==> src/rtl/ram_bank_pkg.sv <==
// ram_bank_pkg: shared FSM states, address-split helpers and configuration limits for ram_bank_array
package ram_bank_pkg;
  typedef enum logic {INIT, READY} state_t;
  localparam int MIN_BANKS = 2;
  function automatic bit is_pow2(input int n);
    return n > 0 && (n & (n - 1)) == 0;
  endfunction
  function automatic int unsigned bank_of(input int unsigned addr, input int unsigned abits);
    return addr >> abits;
  endfunction
  function automatic int unsigned row_of(input int unsigned addr, input int unsigned abits);
    return addr & ((32'd1 << abits) - 32'd1);
  endfunction
endpackage

==> src/rtl/ram_bank_core.sv <==
// ram_bank_core: one storage bank with a write port and a registered, read-first read port
module ram_bank_core #(
  parameter int ADDR_BIT = 3,
  parameter int DATA_BIT = 16
) (
  input  logic                clk,
  input  logic                rst,
  input  logic                we,
  input  logic [ADDR_BIT-1:0] waddr,
  input  logic [DATA_BIT-1:0] wdata,
  input  logic                re,
  input  logic [ADDR_BIT-1:0] raddr,
  output logic [DATA_BIT-1:0] rdata
);
  logic [DATA_BIT-1:0] mem [2**ADDR_BIT];
  always_ff @(posedge clk)
    if (we) mem[waddr] <= wdata;
  always_ff @(posedge clk)
    if (rst) rdata <= '0;
    else if (re) rdata <= mem[raddr];
endmodule

==> src/rtl/ram_bank_array.sv <==
// ram_bank_array: NUM_BANKS-bank RAM with clear sequencer; define RAM_BANK_BYPASS_EN for write-first same-address reads
module ram_bank_array
  import ram_bank_pkg::*;
#(
  parameter int ADDR_BIT  = 3,
  parameter int DATA_BIT  = 16,
  parameter int NUM_BANKS = 2,
  parameter int BANK_BIT  = $clog2(NUM_BANKS)
) (
  input  logic                         clk,
  input  logic                         rst,
  input  logic                         en,
  input  logic                         we,
  input  logic                         re,
  input  logic                         clr,
  input  logic [BANK_BIT+ADDR_BIT-1:0] addr_w,
  input  logic [DATA_BIT-1:0]          d_w,
  input  logic [BANK_BIT+ADDR_BIT-1:0] addr_r,
  output logic [DATA_BIT-1:0]          d_r,
  output logic                         r_valid,
  output logic                         init_busy
);
  if (NUM_BANKS < MIN_BANKS || !is_pow2(NUM_BANKS) || BANK_BIT != $clog2(NUM_BANKS)) begin : g_bad_cfg
    $error("ram_bank_array: NUM_BANKS must be a power of two >= 2 with BANK_BIT left derived");
  end
  state_t              state;
  logic [ADDR_BIT-1:0] cnt;
  logic                busy, wr_acc, rd_acc;
  logic [BANK_BIT-1:0] bank_w, bank_r, sel_q;
  logic [ADDR_BIT-1:0] row_w, row_r;
  logic [DATA_BIT-1:0] rdata [NUM_BANKS];
  assign bank_w    = BANK_BIT'(bank_of(32'(addr_w), ADDR_BIT));
  assign bank_r    = BANK_BIT'(bank_of(32'(addr_r), ADDR_BIT));
  assign row_w     = ADDR_BIT'(row_of(32'(addr_w), ADDR_BIT));
  assign row_r     = ADDR_BIT'(row_of(32'(addr_r), ADDR_BIT));
  assign busy      = state == INIT;
  assign init_busy = busy;
  // clr beats a same-cycle write so the clear never races fresh data
  assign wr_acc    = !busy && en && we && !clr;
  assign rd_acc    = !busy && en && re;
  always_ff @(posedge clk)
    if (rst) begin
      state   <= INIT;
      cnt     <= '0;
      r_valid <= 1'b0;
      sel_q   <= '0;
    end else begin
      r_valid <= rd_acc;
      if (rd_acc) sel_q <= bank_r;
      if (clr) begin
        state <= INIT;
        cnt   <= '0;
      end else if (busy) begin
        cnt <= cnt + 1'b1;
        if (cnt == '1) state <= READY;
      end
    end
  for (genvar b = 0; b < NUM_BANKS; b++) begin : g_bank
    ram_bank_core #(.ADDR_BIT(ADDR_BIT), .DATA_BIT(DATA_BIT)) u_bank (
      .clk   (clk),
      .rst   (rst),
      .we    (busy || (wr_acc && bank_w == BANK_BIT'(b))),
      .waddr (busy ? cnt : row_w),
      .wdata (busy ? '0 : d_w),
      .re    (rd_acc && bank_r == BANK_BIT'(b)),
      .raddr (row_r),
      .rdata (rdata[b])
    );
  end
`ifdef RAM_BANK_BYPASS_EN
  logic                byp_q;
  logic [DATA_BIT-1:0] byp_d;
  always_ff @(posedge clk)
    if (rst) byp_q <= 1'b0;
    else if (rd_acc) begin
      byp_q <= wr_acc && addr_w == addr_r;
      byp_d <= d_w;
    end
  assign d_r = byp_q ? byp_d : rdata[sel_q];
`else
  assign d_r = rdata[sel_q];
`endif
endmodule

==> config.mk <==
export PLATFORM = sky130hd
export DESIGN_NAME = ram_bank_array
export DESIGN_NICKNAME = d
export VERILOG_FILES = /design/src/rtl/ram_bank_pkg.sv /design/src/rtl/ram_bank_core.sv /design/src/rtl/ram_bank_array.sv
export SDC_FILE = /design/constraint.sdc
export NUM_CORES = 1
export LEC_CHECK = 0
export BUFFER_PORTS_ARGS = -buffer_cell sky130_fd_sc_hd__buf_4
export CORE_MARGIN = 4
export CORE_UTILIZATION = 30
export DETAILED_ROUTE_END_ITERATION = 8
export GPL_ROUTABILITY_DRIVEN = 1
export SLEW_MARGIN = 15
export SYNTH_ARGS = -nofsm -noshare
export SYNTH_HDL_FRONTEND = slang
export SYNTH_SLANG_ARGS = --single-unit
==> constraint.sdc <==
create_clock -name clk -period 2.8 [get_ports clk]
set_input_delay 0.42 -clock clk [delete_from_list [all_inputs] [get_ports clk]]
set_output_delay 0.42 -clock clk [all_outputs]
set_load 0.01 [all_outputs]
### Word-level counts from Yosys, hierarchy flattened

Memory sizes are Yosys's and may differ from the RTL's. A register that Yosys moved wholly into a read port is not among the register bits.
Index checks and enable logic that the tools add are counted.
W data, S select, Z words.

* bitwise operators: 4
* reductions and logical operators: 12
* eq/ne operators: 1
* multiplexer cells: 11
* $lt $le $gt $ge: 1
* $add $sub $neg: 1

Operator list (number)
* $mux W16: 4
* $logic_and A1 B1 Y1: 8
* $mux W1: 6
* $add A3 B1 Y3 const B: 1
* $eq A3 B3 Y1 const B: 1
* $mux W3: 1
* $not A1 Y1: 3
* $ge A2 B2 Y1 const B: 1
* $logic_or A1 B1 Y1: 2
* $not A1 Y2: 1
* $reduce_or A2 Y1: 1
* $logic_not A1 Y1: 1

* output and inout port bits: 18
* memories kept: 2
* input bits: 30
* memory bits (writable): 256
* register bits after elaboration: 6
* word-level logic and storage cells: 36

Memory list
* g_bank[0].u_bank.mem: depth 8, width 16, rd ports 1, clocked after memory_dff 1, write ports 1, RTL line ram_bank_core.sv:15 `logic [DATA_BIT-1:0] mem [2**ADDR_BIT];`
* g_bank[1].u_bank.mem: depth 8, width 16, rd ports 1, clocked after memory_dff 1, write ports 1, RTL line ram_bank_core.sv:15

### Depth between registers and ports, before layout

* depth in word-level cells: 7
* mapped depth: 7
* gate-level depth less buffers: 4

### By module

Synthesis repeated with hierarchy kept, for this count alone.

* cells, all modules: 683
* area total of the unflattened synthesis: 11805.1 um^2

Modules (own cells, without submodules)
* ram_bank_core: cells each 307, sequential area each 4164.0 um^2, area an instance 5570.3 um^2, times used 2
* ram_bank_array: cells each 69, sequential area each 120.1 um^2, area an instance 664.4 um^2, times used 1

### Worst setup path before layout

OpenSTA, ideal clock, no wires.

* path type: reg-to-reg
* from: register state
* to: memory g_bank[0].u_bank.mem[6][0] (enable)
* buffers on the path: 1
* setup slack: 0.304 ns
* required time: 2.391 ns
* cell stages (with the launch flop): 4
* library setup time: 0.409 ns
* clock period less this slack: 2.496 ns
* arrival: 2.086 ns
* path through: dfxtp_1 clkbuf_1 a32oi_1 nor3_1

* longest elaborated chain between the ends: 7
* elaborated cells on any way between the ends: 9
* classes of those cells: 3 x mux; 1 x bitwise; 5 x reduce/logical

Ends and longest elaborated chain
* from (decl): RTL line ram_bank_array.sv:26 `state_t state;`
* from (signal assigned): RTL line ram_bank_array.sv:43 `state <= INIT;`
* from (signal assigned): RTL line ram_bank_array.sv:51 `state <= INIT;`
* from (signal assigned): RTL line ram_bank_array.sv:55 `if (cnt == '1) state <= READY;`
* $logic_and A1 B1 Y1 (3 in series): RTL line ram_bank_array.sv:39 `assign wr_acc = !busy && en && we && !clr;`
* $logic_and A1 B1 Y1: RTL line ram_bank_array.sv:62 `.we (busy || (wr_acc && bank_w == BANK_BIT'(b))),`
* $logic_or A1 B1 Y1: RTL line ram_bank_array.sv:62
* $mux W1: RTL line ram_bank_core.sv:17 `if (we) mem[waddr] <= wdata;`
* $mux W1 (not written as such): RTL line ram_bank_core.sv:17
* to (decl): RTL line ram_bank_core.sv:15

Several ways; a longest one is shown, not always the timed one.

### Final worst setup path

* from: register sel_q
* to: output port d_r[1]

* longest elaborated chain between the ends: 4

Ends and longest elaborated chain
* from (decl): RTL line ram_bank_array.sv:29 `logic [BANK_BIT-1:0] bank_w, bank_r, sel_q;`
* from (signal assigned): RTL line ram_bank_array.sv:49 `if (rd_acc) sel_q <= bank_r;`
* $not A1 Y2 (not written as such): RTL line ram_bank_array.sv:81 `assign d_r = rdata[sel_q];`
* $mux W16 (not written as such) (3 in series): RTL line ram_bank_array.sv:81
* to (decl): RTL line ram_bank_array.sv:19 `output logic [DATA_BIT-1:0] d_r,`

No other way between the ends. The select of a mux whose other input is x is not followed.

==> results.json <==
{
  "placed_cell_area_mm2": 0.0126,
  "ctsHoldBuffers": 0,
  "ys_top_cells_by_area": "edfxtp_1, mux2i_1, dfxtp_1, a22oi_1, mux4_2",
  "cts_max_path_buffers": 3,
  "ys_seq_area_share_pct": 74.2,
  "via_per_inst": 4.84,
  "hold_ws_ns": 0.111,
  "grt_pass1_wl_um": 39700,
  "dp_hpwl_um": 16100,
  "utilization_pct": 35.9,
  "htreeDepth": 1,
  "finalHoldViolations": 0,
  "cp_max_fo": 16,
  "cts_resized": 0,
  "r2r-start": "state",
  "netlist_area_mm2": 0.0114,
  "vias": 6025,
  "synth.area.mux_share_pct": 13.6,
  "grt_max_degree": 42,
  "drive_above_1_share_pct": 25.2,
  "nNetsFinal": 745,
  "io_pins": 48,
  "cts_tree": "built",
  "wirelength_um": 26600,
  "track_usage_pct": 12.7,
  "start_util_pct": 30.3,
  "yosysTopAreaCellShare_pct": 67.5,
  "synth_area_per_cell_um2": 18.0,
  "max_freq_mhz": 459,
  "end_kind": "primary output",
  "clkTransAtPathRegs_ns": 0.06,
  "run_status": "complete, no violations",
  "rows": 71,
  "synth-seq-cells": 294,
  "crit_type": "register to primary output",
  "dr.pass1.iters": 5,
  "die_x_um": 203,
  "io_buffers": 47,
  "synth_xor_area_share_pct": 0.0770,
  "grt_pass1_vias": 6278,
  "globalplace.congestion": 0.751,
  "ff2ff_path_depth": 5,
  "worstSetupEndpoint": "d_r[1]",
  "p_total_mw": 9.05,
  "tightest_slew_ns": 0.988,
  "leakagePower_nw": 4.49,
  "synth_compound_area_share_pct": 6.57,
  "clkLatencyLatePin_ns": 0.53,
  "powerDensity_mw_per_mm2": 670,
  "cts.sinks": 294,
  "core_mm2": 0.0376,
  "synth.net_count": 663,
  "skew_ns": 0.00664,
  "maxCapViolCount": 0,
  "relSlewSlack_pct": 34.1,
  "synth-simple-area-share_pct": 3.45,
  "syn_to_final_growth_pct": 18.7,
  "cp.arrival_ns": 1.76,
  "syn_inst": 631,
  "cts_buffers": 29,
  "critPathLaunch": "sel_q",
  "r2r_end": "g_bank[1].u_bank.mem[7][13]",
  "antenna_found_initial": 0,
  "fin_crit_ns": 2.18,
  "synth_cell_types": 35,
  "worstPathRequired_ns": 2.38,
  "overflow": 0,
  "holdCritPathClass": "input port to register",
  "yosys_warnings": 0,
  "dieArea_mm2": 0.0411,
  "dieHeight_um": 203,
  "rsz0062_at_grt": "false",
  "synth_top_family_by_area": "multiplexers",
  "cts_setup_buffers": 0,
  "routedWlPerCell_um": 21.4,
  "synth_fa_ha_area_share_pct": 0.220,
  "ff2ff_setup_slack_ns": 0.76,
  "finalSetupTns_ns": 0,
  "start_kind": "register",
  "fin_crit_sh_pct": 77.8,
  "fin_area_mm2": 0.0135,
  "ir_worst_vdd_mv": 0.430,
  "yosys.area.top_type": "edfxtp_1",
  "drtIter0Drc": 466,
  "finalMaxSlewViolations": 0,
  "antenna_cells": 0,
  "drc": 0,
  "setup_viol": 0,
  "ant_nets": 0,
  "root_buffer": "clkbuf_16"
}
==> synthesized netlist by cell type (all sizes together) <==
master,instances
nand2,2
and4b,1
mux2i,99
o21ai,4
dfxtp,38
buf,20
nand4,1
inv,3
xor2,1
a22oi,48
mux2,17
o32a,1
mux4,16
edfxtp,256
clkbuf,18
ha,2
a21oi,2
a32oi,2
o21ba,1
nor2,20
a32o,32
nand2b,11
nor3,8
or2,5
nor2b,4
and2,17
nor4bb,1
nand3,1
==> cells by family (layout without fill, tap and decap cells) <==
group / Yosys count / in the layout
AND/OR/NAND/NOR: 71 / 71
AO/OA/AOI/OAI: 90 / 90
XOR/XNOR: 1 / 1
adder cells (fa/ha/maj): 2 / 2
multiplexers: 132 / 132
buffers and inverters: 41 / 145
flip-flops: 294 / 294
==> stage by stage <==
step | instances | worst slack (ns)
global placement | 1193 | 0.673
global route | 1246 | 0.541
CTS | 1246 | 0.591
finish | 1246 | 0.622
floorplan | 631 | 0.304
detailed placement | 1193 | 0.650
==> critical path, cell delays in order, from the launching register on <==
cell and delay (ns):
dfxtp_1 0.32, buf_4 0.31, mux2_2 0.44, buf_4 0.16
==> worst min-delay path by stage <==
stage	startpoint	end	slack, ns	depth (start not counted)
final	clr	state	0.11	2
after global routing	clr	state	0.10	2
after CTS	clr	cnt[0]	0.09	2
after detailed placement	sel_q	sel_q	0.45	2
after global placement	g_bank[1].u_bank.rdata[9]	g_bank[1].u_bank.rdata[9]	0.44	1
after floorplan	g_bank[1].u_bank.rdata[0]	g_bank[1].u_bank.rdata[0]	0.44	1
==> flip-flops by register name (all words and copies together) (netlist names) <==
name	cells
g_bank.u_bank.rdata	32
state	1
sel_q	1
g_bank.u_bank.mem	256
r_valid	1
cnt	3
==> metal layers <==
| metal | share of wire (%) | track usage, % | vias to the layer above | wire, um |
|---|---|---|---|---|
| met4 | 2.1 | 2.72 | 0 | 551 |
| met5 | 0 | 0 | - | 0 |
| met3 | 5.5 | 2.03 | 29 | 1460 |
| met1 | 47 | 18.9 | 3099 | 12600 |
| li1 | - | - | 2700 | - |
| met2 | 45 | 19.8 | 197 | 12100 |
==> power breakdown <==
part           switching, mW  internal (mW)  total (mW)
clock                   1.57           2.33        3.90
sequential            0.0172           4.78        4.80
combinational          0.217          0.144       0.361
total                   1.80           7.25        9.05
==> cell usage in the layout (no fill, tap or decap) <==
cell type,synthesis,layout
o21ba_1,1,1
nor2_2,1,15
buf_6,2,1
or2_0,5,5
a21oi_1,2,2
a32oi_1,2,2
nand2b_1,11,11
buf_12,1,1
xor2_1,1,1
clkbuf_16,0,29
nor2b_1,4,2
and2_1,17,17
bufinv_16,0,4
nor2b_2,0,2
nor4bb_1,1,1
clkinv_2,0,6
a32o_1,32,32
mux2i_1,99,99
buf_4,5,87
clkbuf_1,18,9
o21ai_0,2,2
nor2_1,19,5
clkbuf_8,0,2
a22oi_1,48,48
nand3_1,1,1
nor3_2,1,3
o21ai_1,2,2
o32a_1,1,1
nor3_1,7,5
clkinvlp_4,0,2
inv_1,3,3
dfxtp_1,38,38
nand2_1,2,2
ha_1,2,2
mux2_2,17,17
edfxtp_1,256,256
mux4_2,16,16
and4b_1,1,1
clkinv_1,0,1
nand4_1,1,1
==> layout make-up <==
class / count / area [um^2]
clock buffer: 40 / 787
clock inverter: 13 / 169
fill: 3503 / 24100
inverter: 3 / 11.3
multi-input combinational: 296 / 2770
sequential: 294 / 8450
tap: 511 / 639
timing repair buffer: 89 / 684
(Power assumes the default switching activity.)
